[config.mk]
export PLATFORM = sky130hd
export DESIGN_NAME = walk_signal_controller
export DESIGN_NICKNAME = d
export VERILOG_FILES = /design/src/rtl/walk_signal_controller.sv
export SDC_FILE = /design/constraint.sdc
export NUM_CORES = 1
export LEC_CHECK = 0
export CAP_MARGIN = 25
export CELL_PAD_IN_SITES_DETAIL_PLACEMENT = 1
export CELL_PAD_IN_SITES_GLOBAL_PLACEMENT = 2
export CORE_ASPECT_RATIO = 1.25
export CORE_MARGIN = 5
export CORE_UTILIZATION = 30
export DETAILED_ROUTE_END_ITERATION = 8
export PLACE_DENSITY_LB_ADDON = 0.1
export SYNTH_ARGS = -nofsm -noshare
export SYNTH_HDL_FRONTEND = slang
export SYNTH_SLANG_ARGS = --single-unit
[constraint.sdc]
create_clock -name clk -period 2.2 [get_ports clk]
set_clock_uncertainty 0.2 [all_clocks]
set_input_delay 0.44 -clock clk [delete_from_list [all_inputs] [get_ports clk]]
set_output_delay 0.44 -clock clk [all_outputs]
set_load 0.005 [all_outputs]
[src/rtl/walk_signal_controller.sv]
// Pedestrian crossing sequencer: walk-sign code plus road lamps,
// stepped through green/yellow/red/walk/flash/red on tick-based dwells.
module walk_signal_controller #(
  parameter int unsigned MIN_GREEN    = 8,
  parameter int unsigned YELLOW_TIME  = 3,
  parameter int unsigned ALL_RED_TIME = 2,
  parameter int unsigned WALK_TIME    = 6,
  parameter int unsigned FLASH_TIME   = 5
) (
  input  logic       clk,
  input  logic       reset,
  input  logic       tick,
  input  logic       ped_request,
  input  logic       enable,
  output logic [2:0] state,
  output logic       road_red,
  output logic       road_yellow,
  output logic       road_green,
  output logic       request_pending
);

  typedef enum logic [2:0] {
    GREEN, YELLOW, RED1, WALK, FLASH, RED2
  } fsm_t;

  localparam logic [7:0] MG_M1 = 8'(MIN_GREEN - 1);
  localparam logic [7:0] YL_M1 = 8'(YELLOW_TIME - 1);
  localparam logic [7:0] AR_M1 = 8'(ALL_RED_TIME - 1);
  localparam logic [7:0] WK_M1 = 8'(WALK_TIME - 1);
  localparam logic [7:0] FL_M1 = 8'(FLASH_TIME - 1);

  localparam logic [2:0] S_OFF   = 3'b000;
  localparam logic [2:0] S_DW    = 3'b001;
  localparam logic [2:0] S_FLASH = 3'b010;
  localparam logic [2:0] S_WALK  = 3'b100;

  fsm_t       st, st_n, adv;
  logic [7:0] tmr, tmr_n, lim;
  logic       gd, gd_n;
  logic       timed;
  logic       svc;
  logic       req_n, yel_n;
  logic [2:0] code_n;
  logic       red_n, grn_n;

  always_comb begin
    st_n  = st;
    tmr_n = tmr;
    gd_n  = gd;
    timed = 1'b0;
    lim   = '0;
    adv   = GREEN;
    case (st)
      GREEN: begin
        if (gd && request_pending) begin
          st_n  = YELLOW;
          tmr_n = '0;
          gd_n  = 1'b0;
        end else if (tick && !gd) begin
          tmr_n = tmr + 8'd1;
          gd_n  = (tmr == MG_M1);
        end
      end
      YELLOW: begin timed = 1'b1; lim = YL_M1; adv = RED1;  end
      RED1:   begin timed = 1'b1; lim = AR_M1; adv = WALK;  end
      WALK:   begin timed = 1'b1; lim = WK_M1; adv = FLASH; end
      FLASH:  begin timed = 1'b1; lim = FL_M1; adv = RED2;  end
      RED2:   begin timed = 1'b1; lim = AR_M1; adv = GREEN; end
      default: begin
        st_n  = GREEN;
        tmr_n = '0;
        gd_n  = 1'b0;
      end
    endcase
    if (timed && tick) begin
      if (tmr == lim) begin
        st_n  = adv;
        tmr_n = '0;
      end else begin
        tmr_n = tmr + 8'd1;
      end
    end
    if (!enable) begin
      st_n  = GREEN;
      tmr_n = '0;
      gd_n  = 1'b0;
    end
  end

  // Requests are dropped while walking and on the edge that starts the walk
  always_comb begin
    req_n = enable && (st != WALK) && (st_n != WALK)
            && (request_pending || ped_request);
    yel_n = 1'b0;
    if (!enable)
      yel_n = svc ? (road_yellow ^ tick) : 1'b1;
    else
      yel_n = (st_n == YELLOW);
  end

  always_comb begin
    code_n = S_DW;
    red_n  = 1'b0;
    grn_n  = 1'b0;
    case (st_n)
      GREEN:  grn_n = 1'b1;
      YELLOW: ;
      WALK:   begin code_n = S_WALK;  red_n = 1'b1; end
      FLASH:  begin code_n = S_FLASH; red_n = 1'b1; end
      default: red_n = 1'b1;
    endcase
    if (!enable) begin
      code_n = S_OFF;
      red_n  = 1'b0;
      grn_n  = 1'b0;
    end
  end

  always_ff @(posedge clk) begin
    if (reset) begin
      st              <= GREEN;
      tmr             <= '0;
      gd              <= 1'b0;
      svc             <= 1'b0;
      request_pending <= 1'b0;
      state           <= S_DW;
      road_red        <= 1'b0;
      road_yellow     <= 1'b0;
      road_green      <= 1'b1;
    end else begin
      st              <= st_n;
      tmr             <= tmr_n;
      gd              <= gd_n;
      svc             <= !enable;
      request_pending <= req_n;
      state           <= code_n;
      road_red        <= red_n;
      road_yellow     <= yel_n;
      road_green      <= grn_n;
    end
  end

endmodule

-- Yosys cells after proc, flatten, opt, wreduce, memory -nomap -nowiden
Cells that the tools add are included.
- equal/unequal tests: 15
- muxes and demuxes: 23
- add/subtract/negate cells: 1
- bitwise logic cells: 3
- reduce and logical (&&, ||, !) cells: 17
- operators by type and width (cell ; count):
    $mux 8 ; 4
    $pmux 3 s4 ; 2
    $pmux 8 s2 ; 1
    $mux 3 ; 4
    $pmux 3 s2 ; 2
    $eq 3x2->1 const B ; 3
    $eq 3x3->1 const B ; 3
    $mux 1 ; 9
    $add 8x1->8 const B ; 1
    $eq 8x3->1 const B ; 1
    $eq 8x8->1 ; 1
    $eq 3x1->1 const B ; 2
    $logic_and 1x1->1 ; 6
    $logic_not 3->1 ; 2
    $ne 3x2->1 const B ; 2
    $reduce_or 2->1 ; 3
    $reduce_or 5->1 ; 1
    $ne 4x4->1 const B ; 1
    $reduce_and 2->1 ; 2
    $ne 3x3->1 const B ; 1
    $logic_not 1->1 ; 2
    $ne 2x1->1 const B ; 1
    $not 1->1 ; 2
    $pmux 1 s2 ; 1
    2 further kinds ; 2
- word-level logic and storage cells: 69
- bits in registers: 20

-- Logic depth before layout (Yosys ltp)
Gate-level depths: netlist (run 1).
- word-level depth: 10
- depth in mapped cells: 8
- mapped depth without buffers: 6

-- Worst setup path before layout (run 1)
OpenSTA, ideal clock, no wires.
- path type: register -> register
- from: register tmr[3]
- to: register road_yellow
- slack: 0.139 ns
- clock period less this slack: 2.061 ns
- required time: 1.883 ns
- library setup time: 0.117 ns
- cell stages (with the launch flop): 6
- arrival time: 1.744 ns
- buffers on the path: 0
- path through: dfxtp_1 > or4_4 > or3_4 > a211oi_4 > nor2_1 > a22o_1
- cells in the longest elaborated chain, start to end: 6
- RTL lines (element ; RTL line ; text):
    from (decl) ; 38 ; logic [7:0] tmr, tmr_n, lim;
    from (signal assigned) ; 132 ; tmr <= tmr_n;
    $eq 8x8->1 ; 76 ; if (tmr == lim) begin
    $mux 3 ; 76 ;
    $mux 3 ; 75 ; if (timed && tick) begin
    $mux 3 ; 83 ; if (!enable) begin
    $eq 3x1->1 ; 98 ; yel_n = (st_n == YELLOW);
    $mux 1 ; 95 ; if (!enable)
    to (signal assigned) ; 138 ; road_yellow <= yel_n;
    to (decl) ; 17 ; output logic road_yellow,
No other way between the ends.
A chain may end at the register's enable or synchronous reset.

-- Worst setup path after layout (run 1)
- from: register tmr[7]
- to: register road_yellow
The elaborated chain is that of the path after synthesis.

==> results of run 1 <==
-- cells in the final DEF (no fill, tap or decap), types with 2 or more instances in the layout --
cell type	synthesis	layout
nand4_1	2	2
nor2b_1	3	3
buf_4	1	31
nor4b_1	2	2
o21ai_0	5	4
nor3_1	4	3
nor3_2	1	2
nand2b_1	3	3
a21oi_1	9	7
clkdlybuf4s50_1	0	11
nand2_1	10	9
clkbuf_8	0	3
inv_1	3	3
nor2_1	8	7
a211oi_1	9	9
o211ai_1	2	2
o21ai_1	1	2
dfxtp_2	0	3
xor2_1	2	2
dfxtp_1	20	17
and4_1	3	3
a31oi_1	2	2
nor4_2	0	2
nand3_1	3	3
a21oi_2	1	3
xnor2_1	7	7
-- metrics by stage --
step / instances / hold WS [ns] / TNS, ns / cell area [sq um] / utilization, %
floorplan: 131 / 0.2486 / 0 / 1139 / -
global placement: 203 / 0.2725 / -1.396 / 1480 / 39.76
detailed placement: 203 / 0.2718 / -1.958 / 1480 / 39.76
CTS: 207 / 0.2919 / 0 / 1556 / 41.82
global route: 208 / 0.3365 / 0 / 1615 / 43.40
finish: 208 / 0.2827 / 0 / 1615 / 43.40
-- worst paths after layout --
path,end,slack (ns),cells past startpoint
setup / recovery,road_yellow,0.06,5
hold / removal,road_yellow,0.28,2
hold reg to reg,road_yellow,0.28,2
setup reg to reg,road_yellow,0.06,5
-- critical path: cells and delay by family, from the launching register on --
family	cells	cell delay, ns
compound gates	2	0.46
flops	1	0.33
simple gates	3	1.05
-- area by class of cell --
| class | count | share of cell area (%) |
|---|---|---|
| Multi-Input combinational cell | 99 | 45.55 |
| Sequential cell | 20 | 25.02 |
| Timing Repair Buffer | 42 | 21.22 |
| Tap cell | 40 | 3.098 |
| Clock buffer | 3 | 2.556 |
| Clock inverter | 1 | 1.859 |
| Inverter | 3 | 0.6971 |
-- logic make-up (layout without fill, tap and decap cells) --
kind of cell    count (synthesis)  after routing  share of synthesized area (%)
buf+inv                        12             49                          4.835
simple gates                   50             50                          26.27
fa+ha+maj                       1              1                          1.099
xor+xnor                        9              9                          6.923
mux                             1              1                          1.978
flops                          20             20                          35.16
compound gates                 38             38                          23.74
-- metal layers --
metal | track usage [%] | vias up | wire length (um) | share of wire (%)
li1 | - | 557 | - | -
met1 | 15.45 | 552 | 1441 | 43
met2 | 27.02 | 13 | 1758 | 52
met3 | 1.980 | 7 | 74 | 2.2
met4 | 6.017 | 0 | 86 | 2.6
met5 | 0 | - | 0 | 0
-- registers in the layout, summed over array words and instances (netlist names) --
register	cells
svc	1
gd	1
road_green	1
st	3
tmr	8
road_red	1
state	3
request_pending	1
road_yellow	1
-- timing repair --
action | in CTS | in global routing
endpoints found under the setup margin | 7 | 9
gates resized for setup | 2 | 12
pin swaps | 0 | 5
setup buffers | 0 | 1
-- power groups by stage --
stage               Clock (W)  Sequential, W  Combinational (W)
global route         0.000408       0.000372          0.0000831
detailed placement          0       0.000379          0.0000724
CTS                  0.000393       0.000371          0.0000739
global placement            0       0.000379          0.0000720
floorplan                   0       0.000380          0.0000327
finish               0.000387       0.000371          0.0000757
==> impl_metrics.json, run 1 <==
{
  "status": "complete, no violations",
  "ant_nets": 0,
  "ir_drop_mv": 0.1837,
  "initial_core_util_pct": 30.59,
  "cts_buffer_depth": 2,
  "worst_path_max_delay_cell": "or4_4",
  "synth-edff-count": 0,
  "io_buffers": 11,
  "p_sw_share_pct": 21.94,
  "ctsHoldBuffers": 0,
  "worst_pin_slew_ns": 0.5017,
  "worstPathArrival_ns": 2.11,
  "cp_data_required_time_ns": 2.17,
  "viasPerCell": 5.428,
  "maxCapViolCount": 0,
  "pwr-share-comb_pct": 9.1,
  "grt_pass1_wl_mm": 5.720,
  "seq_power_share_pct": 44.5,
  "track_usage_pct": 14.24,
  "layout_min_cycle_time_ns": 2.136,
  "r2r_start": "tmr[7]",
  "vias": 1129,
  "p_int_w": 0.0006506,
  "synth_flop_cell": "dfxtp_1",
  "power.density_mw_per_mm2": 516.0,
  "slew_headroom_pct": 66.35,
  "areaGrowthSynthToFinish_pct": 41.87,
  "wl_per_cell_um": 16.16,
  "die_height_um": 78.88,
  "first_pass_iters": 4,
  "antenna_found_initial": 0,
  "cts_root_buf": "clkbuf_8",
  "drc": 0,
  "period_share_pct": 97.09,
  "synth_most_common_cell": "dfxtp_1",
  "crit_path_max_fanout": 4,
  "place_ws_ns": -0.2118,
  "crit_chain": "or4_4 > or3_4 > a211oi_4 > nor2_1 > a22o_1",
  "tritoncts": "done",
  "slowest_delay_ns": 0.57,
  "syn_nets": 137,
  "gr-total-overflow": 0,
  "clk_latency_ns": 0.27,
  "grt_setup_unrepaired": "no",
  "grt_pass1_vias": 1240,
  "dieArea_sq_mm": 0.005135,
  "ios": 12,
  "hpwlAfterDp_mm": 2.592,
  "core.rowCount": 25,
  "fin_nets": 175,
  "endpoint_kind": "register",
  "ys_ff_latch": 20,
  "core_sq_mm": 0.003722,
  "path_class": "reg2reg",
  "min_from": "svc",
  "totalWireLength_mm": 3.361,
  "syn_area_sq_mm": 0.001139,
  "cts_made_buffers": 3,
  "fmax_mhz": 468.2,
  "ys_types": 45,
  "seq_area_frac_synth_pct": 35.16,
  "slew_violations": 0,
  "yosys_warnings": 0,
  "setup_viol": 0,
  "multi_input_comb_area_sq_um": 735.7,
  "gp_congestion": 0.7804,
  "clk_pin_slew_ns": 0.09,
  "drive_gt1_share_pct": 32.74,
  "synth.top_cells.by_count": "dfxtp_1 (20), nand2_1 (10), a211oi_1 (9), a21oi_1 (9), nor2_1 (8)",
  "seqCellArea_sq_um": 404.1,
  "leakagePower_nw": 0.5759,
  "num_antenna_cells": 0,
  "syn_inst": 131,
  "synth_top_area_share_pct": 35.16,
  "hold_viol_final": 0,
  "htreeDepth": 1,
  "fillers": 437,
  "synth_top_area_cell": "dfxtp_1",
  "p_total_w": 0.0008334,
  "cts.sinks": 20,
  "hold_path.class": "reg2reg",
  "synthTopCellsByArea": "dfxtp_1 (35%), a211oi_1 (5.9%), xnor2_1 (5.4%)",
  "async_flop_share_pct": 0,
  "grt_max_degree": 13,
  "syn_avg_cell_area_sq_um": 8.692,
  "start_kind": "register",
  "pwr-share-clk_pct": 46.5,
  "p_switching_w": 0.0001829,
  "drt-initial-drc-count": 28,
  "crit_start": "tmr[7]",
  "setup_ws_ns": 0.06394,
  "die_w_um": 65.10
}
No activity file was read; power rests on OpenSTA's default activity.
==> inputs of run 2 (changes only) <==
PLACE_DENSITY = 0.82   (was unset)
PLACE_DENSITY_LB_ADDON = unset   (was 0.1)
==> run 2 against run 1 <==
Via count is 1.9% higher. Hold slack better by 0.011 ns. Routed wire length is 2.6% higher. Register-to-register slack better by 0.03 ns. Fmax is 1.3% higher. Combinational power is 2% lower. Sequential share of layout area is 1.5 points higher. First-iteration DRC count is 89% higher. Final area is 5.6% lower. Critical path type unchanged. Critical endpoint is now tmr[4]. Largest cell class unchanged. Largest power group is now registers.
==> impl_metrics.json, run 2 (synthesis results as in run 1) <==
{
  "status": "complete, no violations",
  "hpwlAfterDp_mm": 2.616,
  "path_class": "reg2reg",
  "track_usage_pct": 14.59,
  "reg2reg_slack_ns": 0.09,
  "core_sq_mm": 0.003722,
  "fin_cells": 203,
  "grt_pass1_vias": 1261,
  "drc": 0,
  "htreeDepth": 1,
  "die_w_um": 65.10,
  "worst_path_max_delay_cell": "mux4_2",
  "slew_violations": 0,
  "fin_nets": 171,
  "layout_min_cycle_time_ns": 2.108,
  "wl_per_cell_um": 16.98,
  "hold_path.class": "reg2reg",
  "clk_latency_ns": 0.26,
  "p_switching_w": 0.0001596,
  "post-route-util_pct": 40.97,
  "worstHoldPathCells": 2,
  "drt-initial-drc-count": 53,
  "postCtsSetupBuffers": 0,
  "ir_drop_mv": 0.2738,
  "p_sw_share_pct": 23.19,
  "drive_gt1_share_pct": 28.22,
  "die_height_um": 78.88,
  "pwr-share-clk_pct": 35.3,
  "areaGrowthSynthToFinish_pct": 33.96,
  "core.rowCount": 25,
  "largest_reg_flops": 8,
  "dp.cells": 200,
  "hold_viol_final": 0,
  "power.density_mw_per_mm2": 451.3,
  "cts_root_buf": "clkbuf_8",
  "vias": 1151,
  "ant_nets": 0,
  "r2r_start": "st[0]",
  "final_cell_mix": "buf_4 (27), dfxtp_1 (17), clkdlybuf4s50_1 (11)",
  "worst_pin_slew_ns": 0.4055,
  "slowest_delay_ns": 0.49,
  "crit_chain": "nor2b_1 > mux4_2 > and2_1 > o21ai_1 > nand2_2 > a211oi_1",
  "p_total_w": 0.0006883,
  "viasPerCell": 5.670,
  "clk_pin_slew_ns": 0.07,
  "place_ws_ns": -0.2372,
  "grt_setup_unrepaired": "no",
  "fmax_mhz": 474.3,
  "fillers": 447,
  "p_int_w": 0.0005287,
  "top_regs": "tmr x8, st x3, state x3",
  "cp_data_required_time_ns": 2.18,
  "grt_pass1_wl_mm": 5.858,
  "initial_core_util_pct": 30.59,
  "tns_ns": 0,
  "worstPathArrival_ns": 2.08,
  "ios": 12,
  "io_buffers": 11,
  "endpoint_kind": "register",
  "gp_congestion": 0.8649,
  "layout_commonest_cell": "buf_4",
  "cts_made_buffers": 3,
  "cts_buffer_depth": 2,
  "cts.sinks": 20,
  "maxCapViolCount": 0,
  "r2r_cells": 6,
  "pwr-share-comb_pct": 10.8,
  "antenna_found_initial": 0,
  "gr-total-overflow": 0,
  "regMostFlops": "tmr",
  "tritoncts": "done",
  "leakagePower_nw": 0.5389,
  "min_from": "svc",
  "start_kind": "register",
  "grt_max_degree": 11,
  "crit_path_max_fanout": 7,
  "crit_start": "st[0]",
  "ctsHoldBuffers": 0,
  "dieArea_sq_mm": 0.005135,
  "setup_viol": 0,
  "totalWireLength_mm": 3.447,
  "period_share_pct": 95.83,
  "slew_headroom_pct": 72.68,
  "num_antenna_cells": 0,
  "setup_ws_ns": 0.09172,
  "seq_power_share_pct": 53.9,
  "first_pass_iters": 4
}
-- run 2: power by group through the flow --
| stage | clock network, W | registers, W | logic, W |
|---|---|---|---|
| 2_1_floorplan | 0 | 0.000380 | 0.0000327 |
| 3_3_place_gp | 0 | 0.000380 | 0.0000704 |
| 3_5_place_dp | 0 | 0.000380 | 0.0000727 |
| 4_1_cts | 0.000247 | 0.000371 | 0.0000742 |
| 5_1_grt | 0.000267 | 0.000372 | 0.0000808 |
| 6_report | 0.000243 | 0.000371 | 0.0000744 |
-- run 2: metal layers --
layer | GRT usage (%) | part of all wire, % | wire length [um] | vias up
met4 | 5.394 | 1.9 | 65 | 0
met3 | 3.678 | 4.1 | 142 | 8
met1 | 15.90 | 40 | 1387 | 563
met2 | 26.82 | 54 | 1851 | 26
met5 | 0 | 0 | 0 | -
li1 | - | - | - | 554
-- run 2: final timing paths --
path	to
max	tmr[4]
max reg2reg	tmr[4]
min	road_yellow
min reg2reg	road_yellow
-- run 2: cell type report --
type / count / area [sq um] / area share, %
Multi-Input combinational cell: 99 / 705.7 / 46.27
Sequential cell: 20 / 404.1 / 26.50
Timing Repair Buffer: 38 / 312.8 / 20.51
Tap cell: 40 / 50.05 / 3.281
Clock buffer: 3 / 41.29 / 2.707
Inverter: 3 / 11.26 / 0.7383
-- run 2: critical path, delay by kind of cell (launching register included) --
kind | cells | cell delay (ns)
AO/OA/AOI/OAI | 2 | 0.48
flip-flops | 1 | 0.36
multiplexers | 1 | 0.49
AND/OR/NAND/NOR | 3 | 0.49
-- run 2: timing repair --
| item | CTS | global route |
|---|---|---|
| pin swaps | 0 | 1 |
| setup endpoints to repair | 7 | 15 |
| resized for setup | 4 | 5 |
-- run 2: through the flow --
step	cell area (sq um)	hold WS (ns)
final	1525	0.2940
after global routing	1525	0.3254
after CTS	1508	0.3007
after detailed placement	1458	0.2840
after global placement	1458	0.2640
after floorplan	1139	0.2486
==> edit 1 (settings of run 2) <==
Make the reset (`reset`) asynchronous in one clocked block.
--- a/src/rtl/walk_signal_controller.sv
+++ b/src/rtl/walk_signal_controller.sv
@@ -118,3 +118,3 @@
 
-  always_ff @(posedge clk) begin
+  always_ff @(posedge clk or posedge reset) begin
     if (reset) begin
Formal check against the unedited RTL: differs if reset is asserted again (counterexample within 4 cycles, from zero or initial values and one cycle with reset high); with reset held inactive, the same outputs for 10 cycles.
==> edit 1 against run 2 <==
- area after synthesis rose by 3.4%
- design area fell by 0.90%
- worst setup slack got worse by 0.0020 ns
- sequential share of layout area rose by 6.9 points
- first-iteration DRC count fell by 43%
- core utilization fell by 1.0 points
- routed wire length fell by 0.87%
- maximum frequency barely moved
- cell count rose by 3.9%
- sequential cell count did not move
Power is not compared: it rests on default switching activity, and its combinational part moved more than twofold at a synthesized area within 25%.
==> edit 1: results (changes against run 2) <==
[outcome]
status = complete, no violations  ; unchanged

[drt]
viasPerCell = 5.26  ; was 5.67
highest_layer = met4  ; unchanged
first_iter_violations = 30  ; was 53
drt-wirelength-per-cell_um = 16.2  ; was 17.0 um
drt-met1-wl_mm = 1.46  ; was 1.39 mm
met3_length_um = 89  ; was 142 um
drtPass1Iterations = 4  ; unchanged
vias = 1110  ; was 1151
wl_met2_mm = 1.81  ; was 1.85 mm

[cells_and_area]
fillers = 465  ; was 447
area_delta_synth_final_pct = 28.4  ; was 34.0%
drive_gt1_share_pct = 21.0  ; was 28.2%
layout.nets = 165  ; was 171

[worst_setup_path]
rr_worst_depth = 7  ; was 6
cpMaxStageDelayCell = dfrtp_1  ; was mux4_2
max_stage_delay_ns = 0.44  ; was 0.49 ns
r2r-start = st[0]  ; unchanged
worst-path-max-fanout = 6  ; was 7
r2r_slack_ns = 0.09
arrival_ns = 2.11  ; was 2.08 ns
regToRegEndpoint = state[0]  ; was tmr[4]

[placed_design]
place_ws_ns = -0.289  ; was -0.237 ns
place.gp.congestion = 0.790  ; was 0.865
io_buffers = 11  ; unchanged
placed_cells = 205  ; was 200
dpl.hpwl_mm = 2.65  ; was 2.62 mm
post_dp_cell_area_um2 = 1420  ; was 1460 um^2

[global_route]
grt_max_degree = 15  ; was 11
use_met1_pct = 16.1  ; was 15.9%
track_usage_pct = 13.8  ; was 14.6%
grt_pass1_wl_mm = 5.66  ; was 5.86 mm
met2_usage_pct = 25.6  ; was 26.8%
grt_pass1_vias = 1158  ; was 1261
use_met3_pct = 1.97  ; was 3.68%

[yosys]
synthTopCellsByArea = dfrtp_1 38%, a21oi_1 6.4%, nand3_1 4.7%  ; was dfxtp_1 35%, a211oi_1 5.9%, xnor2_1 5.4%
synth_compound_area_share_pct = 20.6  ; was 23.7%
synth_common_cells = 18 x dfrtp_1, 15 x a21oi_1, 14 x nand2_1  ; was 20 x dfxtp_1, 10 x nand2_1, 9 x a211oi_1, 9 x a21oi_1, 8 x nor2_1
synth-xor-area-share_pct = 2.98  ; was 6.92%
synth_cell_type_count = 39  ; was 45
synthCells = 134  ; was 131
ys_seq_area_share_pct = 42.7  ; was 35.2%
synth_mux_area_share_pct = 2.23  ; was 1.98%
synth_fa_ha_area_share_pct = 1.06  ; was 1.10%
synth.net_count = 140  ; was 137
synthArstFlopShare_pct = 100  ; was 0%

[sta]
hold_ws_ns = 0.284  ; was 0.294 ns
tightest_slew_ns = 0.466  ; was 0.405 ns

[clocking]
cts_root_buf = clkbuf_8  ; unchanged
htreeDepth = 1  ; unchanged

[power_and_ir_drop]
leakagePower_nw = 0.657

[worst_hold_path]
hold_class = in -> async  ; was reg -> reg

[edit 1: cell count changes after synthesis, moves of 4 or more]
cell | run 2 | this run
o21ai_0 | 5 | 1
a31oi_1 | 2 | 6
o21ai_1 | 1 | 6
a21oi_1 | 9 | 15
a211oi_1 | 9 | 1
nand2_1 | 10 | 14
dfrtp_1 | 0 | 18
nand3_1 | 3 | 11
dfxtp_1 | 20 | 0
[edit 1: final cells by class]
class | count | share of cell area [%]
multi-input combinational | 101 | 42.5
timing repair buffer | 27 | 15.4
sequential | 20 | 33.4
inverter | 6 | 1.49
clock buffer | 3 | 2.73
tap | 54 | 4.47
[edit 1: how the worst max path moves through the flow]
stage / slack (ns) / depth (start not counted) / startpoint / end
after global routing: 0.02 / 6 / tmr[7] / road_yellow
after global placement: -0.23 / 7 / tick / tmr[0]
final: 0.09 / 7 / st[0] / state[0]
after floorplan: 0.06 / 7 / st[0] / road_green
after CTS: 0.02 / 7 / tick / road_green
after detailed placement: -0.29 / 7 / tick / tmr[0]
[edit 1: logic make-up after synthesis]
family | Yosys count
muxes | 2
adders and majority gates | 1
xor gates and xnor gates | 4
DFF | 20
buffers and inverters | 13
and+or+nand+nor | 56
AOI/OAI and AO/OA | 38
[edit 1: power groups by stage]
stage	logic (mW)	clock network, mW	registers (mW)
final	0.186	0.247	0.420
after global placement	0.173	0	0.422
after global routing	0.205	0.265	0.423
after CTS	0.181	0.251	0.418
after floorplan	0.116	0	0.410
after detailed placement	0.178	0	0.425
[edit 1: timing repair]
item	CTS	global route
endpoints found under the setup margin	6	12
pin swaps	0	3
hold buffers	0	0
resized for setup	3	6
buffers inserted	0	3
[edit 1: worst max-delay path: cells and delay by family, from the launching register on]
kind,cells,cell delay (ns)
buf+inv,1,0.14
compound gates,2,0.35
flops,1,0.44
simple gates,4,0.91
==> edit 2 (settings of run 2) <==
Made on the original files. Change the parameter `MIN_GREEN` from 8 to 6.
--- a/src/rtl/walk_signal_controller.sv
+++ b/src/rtl/walk_signal_controller.sv
@@ -3,3 +3,3 @@
 module walk_signal_controller #(
-  parameter int unsigned MIN_GREEN    = 8,
+  parameter int unsigned MIN_GREEN    = 6,
   parameter int unsigned YELLOW_TIME  = 3,
Formal check against the unedited RTL: not equivalent (a bounded check fails within 10 cycles, from zero or initial values and one cycle with reset high).
==> edit 2 against run 2 <==
- area after synthesis increased by 4.8%
- total power increased by 11%
- sequential cell count unchanged
- die area up 4.2%
- global-route usage is 0.68 points higher
- routed wire length grew 25%
- design area increased by 24%
- worst hold slack improved by 0.015 ns
- worst setup slack got worse by 0.088 ns
- sequential share of layout area is 4.8 points lower
- maximum frequency is 4.0% lower
- critical path type unchanged
==> edit 2: results (changes against run 2) <==
[outcome]
status = complete, no violations  ; unchanged

[power_and_ir_drop]
leakagePower_nw = 0.737  ; was 0.539 nW
switchingPower_uw = 183  ; was 160 uW
vdd_drop_max_v = 0.000149  ; was 0.000274 V

[worst_setup_path]
regToRegEndpoint = st[0]  ; was tmr[4]
arrival_ns = 2.18  ; was 2.08 ns
worst-path-max-fanout = 8  ; was 7
r2r-start = st[0]  ; unchanged

[global_route]
grt_max_degree = 12  ; was 11
met2_usage_pct = 29.5  ; was 26.8%
use_met1_pct = 16.6  ; was 15.9%
track_usage_pct = 15.3  ; was 14.6%
use_met3_pct = 2.38  ; was 3.68%
grt_pass1_wl_mm = 6.38  ; was 5.86 mm
antenna_found_initial = 0  ; unchanged

[drt]
wl_met2_mm = 2.47  ; was 1.85 mm
first_iter_violations = 82  ; was 53
drtPass1Iterations = 5  ; was 4
drt-met1-wl_mm = 1.76  ; was 1.39 mm
drt-wirelength-per-cell_um = 17.6  ; was 17.0 um
met3_length_um = 77  ; was 142 um
vias = 1322  ; was 1151

[yosys]
synth_compound_area_share_pct = 28.9  ; was 23.7%
synth_seq_cells = 20  ; unchanged
synth-xor-area-share_pct = 2.94  ; was 6.92%
synth.net_count = 147  ; was 137
ys_seq_area_share_pct = 33.5  ; was 35.2%
synth_cell_type_count = 51  ; was 45
synthArstFlopShare_pct = 0  ; unchanged
synth_fa_ha_area_share_pct = 2.10  ; was 1.10%
synth_common_cells = 20 x dfxtp_1, 16 x nand2_1, 8 x a21oi_1  ; was 20 x dfxtp_1, 10 x nand2_1, 9 x a211oi_1, 9 x a21oi_1, 8 x nor2_1
synth_mux_area_share_pct = 1.68  ; was 1.98%
synthTopCellsByArea = dfxtp_1 34%, nand2_1 5.0%, a21oi_1 3.4%  ; was dfxtp_1 35%, a211oi_1 5.9%, xnor2_1 5.4%

[cells_and_area]
multi_input_area_share_pct = 46.4  ; was 46.3%
inverters = 5  ; was 3
clk_share_pct = 2.91  ; was 2.71%
layout.nets = 199  ; was 171
buf_share_pct = 24.4  ; was 20.5%
drive_gt1_share_pct = 40.3  ; was 28.2%
fillers = 459  ; was 447
regArea_um2 = 412  ; was 404 um^2
nClkBuffers = 4  ; was 3
top_regs = tmr (8), st (3), state (3)  ; unchanged
multi_input_cells = 107  ; was 99
signal_buffers = 55  ; was 38

[clocking]
cts-resized-gates = 5  ; was 4
clk_latency_ns = 0.26  ; about the same

[sta]
hold_ws_ns = 0.309  ; was 0.294 ns
setup_ws_ns = 0.00396  ; was 0.0917 ns
relSlewSlack_pct = 74.6  ; was 72.7%

[worst_hold_path]
min_from = tmr[1]  ; was svc
min_to = tmr[1]  ; was road_yellow

[placed_design]
dpl.hpwl_mm = 2.89  ; was 2.62 mm
place.gp.congestion = 0.820  ; was 0.865
place_ws_ns = -0.283  ; was -0.237 ns

[flow_run]
cap_viol_max_count = 0  ; unchanged

## edit 2: metrics by stage
stage	instances	power, mW	instance area [um^2]	utilization [%]
after floorplan	140	0.416	1190	-
after detailed placement	230	0.473	1600	41.8
final	245	0.763	1890	49.6
after global placement	230	0.470	1600	41.8
after CTS	234	0.757	1660	43.5
after global routing	245	0.798	1890	49.6
## edit 2: power by group through the flow
stage / sequential, mW / clock (mW) / combinational (mW)
global route: 0.369 / 0.314 / 0.115
CTS: 0.371 / 0.291 / 0.0946
floorplan: 0.381 / 0 / 0.0358
detailed placement: 0.379 / 0 / 0.0935
finish: 0.369 / 0.288 / 0.107
global placement: 0.379 / 0 / 0.0909
## edit 2: worst max-delay path: stages, from the launching register on
cell and delay (ns):
dfxtp_4 0.39, buf_4 0.17, nor3b_4 0.19, o21ai_2 0.09
a2111o_1 0.51, or3_1 0.40, a31oi_1 0.16
